**config.mk**
```make
export PLATFORM = sky130hd
export DESIGN_NAME = cell_unit
export DESIGN_NICKNAME = d
export VERILOG_FILES = /design/src/rtl/beef_pkg.sv /design/src/rtl/cell_unit.sv
export SDC_FILE = /design/constraint.sdc
export NUM_CORES = 1
export LEC_CHECK = 0
export ABC_CLOCK_PERIOD_IN_PS = 6050
export CAP_MARGIN = 30
export CELL_PAD_IN_SITES_DETAIL_PLACEMENT = 0
export CELL_PAD_IN_SITES_GLOBAL_PLACEMENT = 1
export CORE_AREA = 2 2 65 67
export CTS_CLUSTER_SIZE = 16
export DETAILED_ROUTE_END_ITERATION = 8
export DIE_AREA = 0 0 67 69
export DONT_BUFFER_PORTS = 1
export PLACE_DENSITY = 0.95
export SLEW_MARGIN = 20
export SYNTH_ARGS = -nofsm -noshare
export SYNTH_HDL_FRONTEND = slang
export SYNTH_SLANG_ARGS = --single-unit
```
**constraint.sdc**
```tcl
create_clock -name clk -period 6.05 [get_ports clk]
set_clock_uncertainty 0.1 [all_clocks]
set_input_delay 1.5125 -clock clk [delete_from_list [all_inputs] [get_ports clk]]
set_output_delay 1.5125 -clock clk [all_outputs]
set_load 0.01 [all_outputs]
```
**src/rtl/beef_pkg.sv**
```systemverilog
// Shared types for the data-cell unit: operation codes, controller states
// and the default tape address width.
package beef_pkg;

  localparam int AW_DEFAULT = 8;

  // Codes 6 and 7 are not listed and execute as NOP.
  typedef enum logic [2:0] {
    OP_NOP       = 3'd0,
    OP_PTR_INC   = 3'd1,
    OP_PTR_DEC   = 3'd2,
    OP_CELL_INC  = 3'd3,
    OP_CELL_DEC  = 3'd4,
    OP_CELL_LOAD = 3'd5
  } op_e;

  typedef enum logic [1:0] {
    ST_INIT  = 2'd0,
    ST_IDLE  = 2'd1,
    ST_FETCH = 2'd2,
    ST_WRITE = 2'd3
  } state_e;

endpackage

```
**src/rtl/cell_unit.sv**
```systemverilog
// Data-cell unit: owns the tape pointer and a cached copy of the current
// cell, and sequences single-cycle reads/writes to an external data memory.
//
// state | meaning
// INIT  | one cycle after reset, then fetch mem[0]
// IDLE  | op_ready high, waiting for an operation
// FETCH | ReadMem high, cell_val reloaded from mem[ptr]
// WRITE | WriteMem high, cell_val stored to mem[ptr]
module cell_unit
  import beef_pkg::*;
#(
  parameter int AW = AW_DEFAULT
) (
  input  logic          clk,
  input  logic          reset,
  input  logic          op_valid,
  input  logic [2:0]    op_code,
  input  logic [7:0]    op_data,
  output logic          op_ready,
  output logic          done,
  output logic [AW-1:0] ptr,
  output logic [7:0]    cell_val,
  output logic          cell_zero,
  output logic [AW-1:0] memAddress,
  output logic          ReadMem,
  output logic          WriteMem,
  output logic [7:0]    memDataIn,
  input  logic [7:0]    memDataOut
);

  localparam logic [AW-1:0] PTR_ONE = AW'(1);

  state_e        state, state_nxt;
  logic [AW-1:0] ptr_nxt;
  logic [7:0]    cell_nxt;
  logic          done_nxt;
  // Set while the FETCH in flight is the post-reset load of mem[0], which
  // must complete silently without a done pulse.
  logic          boot_fetch, boot_nxt;

  // State, pointer, cached cell and done pulse registers.
  always_ff @(posedge clk) begin
    if (reset) begin
      state      <= ST_INIT;
      ptr        <= '0;
      cell_val   <= 8'h00;
      done       <= 1'b0;
      boot_fetch <= 1'b0;
    end else begin
      state      <= state_nxt;
      ptr        <= ptr_nxt;
      cell_val   <= cell_nxt;
      done       <= done_nxt;
      boot_fetch <= boot_nxt;
    end
  end

  // Next-state, operation execution and completion decode.
  always_comb begin
    state_nxt = state;
    ptr_nxt   = ptr;
    cell_nxt  = cell_val;
    done_nxt  = 1'b0;
    boot_nxt  = boot_fetch;
    case (state)
      ST_INIT: begin
        state_nxt = ST_FETCH;
        boot_nxt  = 1'b1;
      end
      ST_IDLE: begin
        if (op_valid) begin
          case (op_e'(op_code))
            OP_PTR_INC: begin
              ptr_nxt   = ptr + PTR_ONE;
              state_nxt = ST_FETCH;
              boot_nxt  = 1'b0;
            end
            OP_PTR_DEC: begin
              ptr_nxt   = ptr - PTR_ONE;
              state_nxt = ST_FETCH;
              boot_nxt  = 1'b0;
            end
            OP_CELL_INC: begin
              cell_nxt  = cell_val + 8'd1;
              state_nxt = ST_WRITE;
            end
            OP_CELL_DEC: begin
              cell_nxt  = cell_val - 8'd1;
              state_nxt = ST_WRITE;
            end
            OP_CELL_LOAD: begin
              cell_nxt  = op_data;
              state_nxt = ST_WRITE;
            end
            default: done_nxt = 1'b1;
          endcase
        end
      end
      ST_FETCH: begin
        cell_nxt  = memDataOut;
        done_nxt  = ~boot_fetch;
        boot_nxt  = 1'b0;
        state_nxt = ST_IDLE;
      end
      ST_WRITE: begin
        done_nxt  = 1'b1;
        state_nxt = ST_IDLE;
      end
      default: state_nxt = ST_INIT;
    endcase
  end

  assign op_ready   = (state == ST_IDLE);
  assign ReadMem    = (state == ST_FETCH);
  assign WriteMem   = (state == ST_WRITE);
  assign memAddress = ptr;
  assign memDataIn  = cell_val;
  assign cell_zero  = (cell_val == 8'h00);

endmodule
```
# Yosys cells after proc, flatten, opt, wreduce, memory -nomap -nowiden
# Cells that the tools add are included.
# word_totals
ff_bits	20
input_bits	22
output_inout_bits	37
wordCells	48
# classes
addsub	4
n_eq_ne	12
mux	13
n_bitwise	1
n_reduce_logical	13
# ops
cell	n
$pmux W8 S2	2
$pmux W8 S3	1
$add A8 B1 Y8 const B	2
$sub A8 B1 Y8 const B	2
$reduce_and A3 Y1	3
$logic_not A8 Y1	1
$mux W8	1
$eq A3 B2 Y1 const B	2
$eq A3 B3 Y1 const B	2
$pmux W1 S3	2
$pmux W2 S3	1
$reduce_or A5 Y1	1
$eq A2 B2 Y1 const B	2
$mux W1	4
$ne A2 B2 Y1 const B	2
$ne A4 B1 Y1 const B	1
$pmux W2 S2	1
$reduce_bool A2 Y1	2
$reduce_or A2 Y1	2
$eq A3 B1 Y1 const B	1
$ne A3 B3 Y1 const B	1
$reduce_bool A3 Y1	1
$reduce_or A3 Y1	1
$eq A2 B1 Y1 const B	1
other kinds (4)	4

# Longest topological paths before layout
# logic_depth
word_depth	5
depth_mapped	9
ltp_nobuf	8

# Least setup slack after synthesis
# No wires, ideal clock.
# synth_timing
kind	input -> register
from	in op_code[0]
to	reg cell_val[4]
setup_time_ns	0.091
arrival_time_ns	3.520
t_required_ns	5.859
path_slack_ns	2.339
path_stages	9
n_path_buf	1
cell_sequence	clkbuf_8 -> or3b_4 -> xnor2_1 -> ha_1 -> or4b_4 -> o22ai_1 -> xor2_1 -> nand2_1 -> a311oi_1
# synth_between
elab_chain_len	4
elab_cells_between_ends	8
classes_between	eq/ne: 4; mux: 3; reduce/logical: 1
# synth_rtl
element	line	text
start: declaration	cell_unit.sv:17	input logic [2:0] op_code,
$eq A3 B3 Y1 or $eq A3 B2 Y1 (tied branches)	cell_unit.sv:72	case (op_e'(op_code))
$pmux W8 S3	cell_unit.sv:72	
$mux W8	cell_unit.sv:71	if (op_valid) begin
$pmux W8 S2	cell_unit.sv:65	case (state)
end signal: assignment	cell_unit.sv:52	cell_val <= cell_nxt;
end: declaration	cell_unit.sv:22	output logic [7:0] cell_val,
# Parallel ways exist; a longest one is shown, timed or not. The select of a mux whose other input is x is not followed.
# A chain may end at the register's enable or synchronous reset.

# Final worst setup path
# layout_timing
from	in op_code[2]
to	reg ptr[7] (netlist: memAddress[7])
# layout_between
elab_chain_len	3
elab_cells_between_ends	5
classes_between	eq/ne: 2; mux: 1; reduce/logical: 2
# layout_rtl
element	line	text
$eq A3 B2 Y1 or $eq A3 B1 Y1 (tied branches)	cell_unit.sv:72	
$reduce_bool A2 Y1 (no source line)	--	
$reduce_and A3 Y1 (no source line)	--	
end signal: assignment	cell_unit.sv:51	ptr <= ptr_nxt;
end: declaration	cell_unit.sv:21	output logic [AW-1:0] ptr,
# Parallel ways exist; a longest one is shown, timed or not.

==> run metrics <==
status completed; Period Utilization, post-route 0.595; H-tree levels 1; top_reg_cell synth dfxtp_1; nature of the critical path endpoint flip-flop; Syn-to-layout area delta -6.97%; Worst slew margin 0.493; drt first pass iters 4; most frequent cells in the layout dfxtp_1 (20), nand2_1 (18), nor2_1 (16); vias between 1500 and 2000; Hold Slack 0.403 ns; share of cells above drive strength 1 0.0837; full die area ~0.0046 mm²; CTS Hold Bufs 0; MaxCap Viol Count 0; Hold Violations, Final 0; DRC violation total after the first TritonRoute iteration 63; drc violations 0; remaining global-route overflow 0; WP data required 6.09 ns; Final GP Congestion ~0.81; leakage roughly 0.61 nW; Warnings, synthesis 0; synthesized flop and latch total 20; worst setup path class primary input to flip-flop; Die Wd ~67 µm; drt wl/cell about 17 µm; vias in the first global route 1425; number of antenna repair diodes 0; Vias/cell 6.23; mapped cell area ~0.0019 mm²; Post-synth ARST share 0; CP Cell Sequence nor3b_2 -> ha_1 -> o21ai_0 -> o21bai_1 -> nor4_1 -> a2111oi_0 -> nand4_1; synth top area cells dfxtp_1 (21%), ha_1 (7.2%), buf_4 (7.1%), nand2_1 (3.6%), nor2_1 (3.2%); maximum clock frequency between 0.2 and 0.3 GHz; area leader, netlist dfxtp_1; Rows 23; Setup crit start kind primary input; Post-CTS Setup Bufs 0; Post-DRT Antenna Nets 0; I/O Pins 59; I/O Buffers 0; hpwl dp a little over 3000 µm; mean area per synthesized cell between 8 and 9 µm²; Clk pin slew, worst setup/hold paths about 0.070 ns; Slowest Stage Delay on Critical Path between 0.6 and 0.7 ns; peak supply drop roughly 0.00008 V; Largest delay share family, worst path compound AO/OA/AOI/OAI gates; Initial Util 0.486; Post-synth EDFFs 0; largest net degree at the start of global routing 30; commonest non-fill, non-tap cell in the layout dfxtp_1; post-synth top area share 0.210; CP Data Arrival Time between 3 and 4 ns; worst-margin pin slew around 0.76 ns; post-synthesis sequential area ratio 0.210; pwr/cell area roughly 220 mW/mm²; max-slew violations 0; Tmin final between 3 and 4 ns; Total Routing Usage GR 0.188; Total Wirelength 4210 µm; final setup vio count 0; CTS Buffer Depth 2; Core Region a little under 0.004 mm²; Nets between 200 and 250; Die Ht between 60 and 70 µm; CTS tree done; global-route wire length before repair approximately 7000 µm; Synth Instances between 200 and 250; net count of the mapped netlist 262; initial antenna violation count 0; Root Buffer clkbuf_8; setup total negative slack 0 ns; Sinks on Clock Net 20; clk_lat worst skew around 0.26 ns; min-delay worst type flip-flop to flip-flop; WP buf/inv 0; Crit Path Max Fanout 14; RSZ-0062 raised after global routing false; post-CTS resize count 0; Slowest cell on crit path nor3b_2; CTS Buf Count 3; Cell variety after synth 57
[sequential cells by signal, indices dropped and copies added (netlist names)]
name        cells
boot_fetch      1
cell_val        8
done            1
state           2
memAddress      8
[tightest hold or removal path, stage by stage (launching register included)]
cell and delay (ns):
dfxtp_1 0.35, nand2_1 0.07, a21oi_1 0.05
[Yosys cell counts (2+ instances only)]
master and number:
dfxtp_1 20, buf_4 18, nand2_1 18, nor2_1 16, a21oi_1 11, ha_1 11
inv_1 10, o21ai_0 10, nor3_1 8, nand2b_1 6, a211oi_1 5, a311oi_1 5
mux2i_1 5, o211ai_1 5, xnor2_1 5, a2111oi_0 4, clkbuf_8 4, nand3_1 4
nand3b_1 4, nand4_1 4, nor3b_1 4, or3_1 4, xor2_1 4, buf_6 3
nor2b_1 3, a21boi_0 2, a311o_1 2, nor3_2 2, o2111ai_1 2, or4_1 2
[per-stage QoR]
step / utilization / std cells / power [mW] / area [µm²] / setup slack [ns]
after floorplan: - / 228 / 0.306 / 1900 / 2.34
after global placement: 0.442 / 250 / 0.299 / 1730 / 2.25
after detailed placement: 0.442 / 250 / 0.302 / 1730 / 2.19
after CTS: 0.452 / 253 / 0.391 / 1770 / 2.45
after global routing: 0.452 / 253 / 0.417 / 1770 / 2.20
final: 0.452 / 253 / 0.386 / 1770 / 2.45
[where the power goes]
| group | total (mW) | internal, mW | switching, mW | leakage, nW |
|---|---|---|---|---|
| Sequential | 0.188 | 0.146 | 0.0426 | 0.164 |
| Combinational | 0.110 | 0.0521 | 0.0583 | 0.424 |
| Clock | 0.0877 | 0.0443 | 0.0434 | 0.0216 |
| Total | 0.386 | 0.242 | 0.144 | 0.609 |
[layout make-up]
cell class	instances	area, µm²
multi-input combinational	170	1230
sequential	20	400
clock buffer	3	41.3
fill	416	2140
tap	50	62.6
inverter	10	37.5
[final timing paths]
| check | start | endpoint | slack (ns) | cells past startpoint |
|---|---|---|---|---|
| hold reg to reg | state[0] | state[0] | 0.40 | 2 |
| hold / removal | state[0] | state[0] | 0.40 | 2 |
| setup / recovery | op_code[2] | memAddress[7] | 2.45 | 7 |
| setup reg to reg | cell_val[1] | cell_val[4] | 3.53 | 7 |
[metal layers]
metal	global-route usage	share of wire	up-vias
met2	0.282	0.45	40
li1	-	-	786
met4	0.0635	0.017	0
met3	0.0522	0.070	8
met1	0.258	0.46	741
met5	0	0	-
[kinds of logic after synthesis]
group,synth area share
simple gates,0.268
fa+ha+maj,0.0828
compound gates,0.227
buf+inv,0.144
xor+xnor,0.0414
flops,0.210
mux,0.0263
Power figures use the tool's default switching activity.
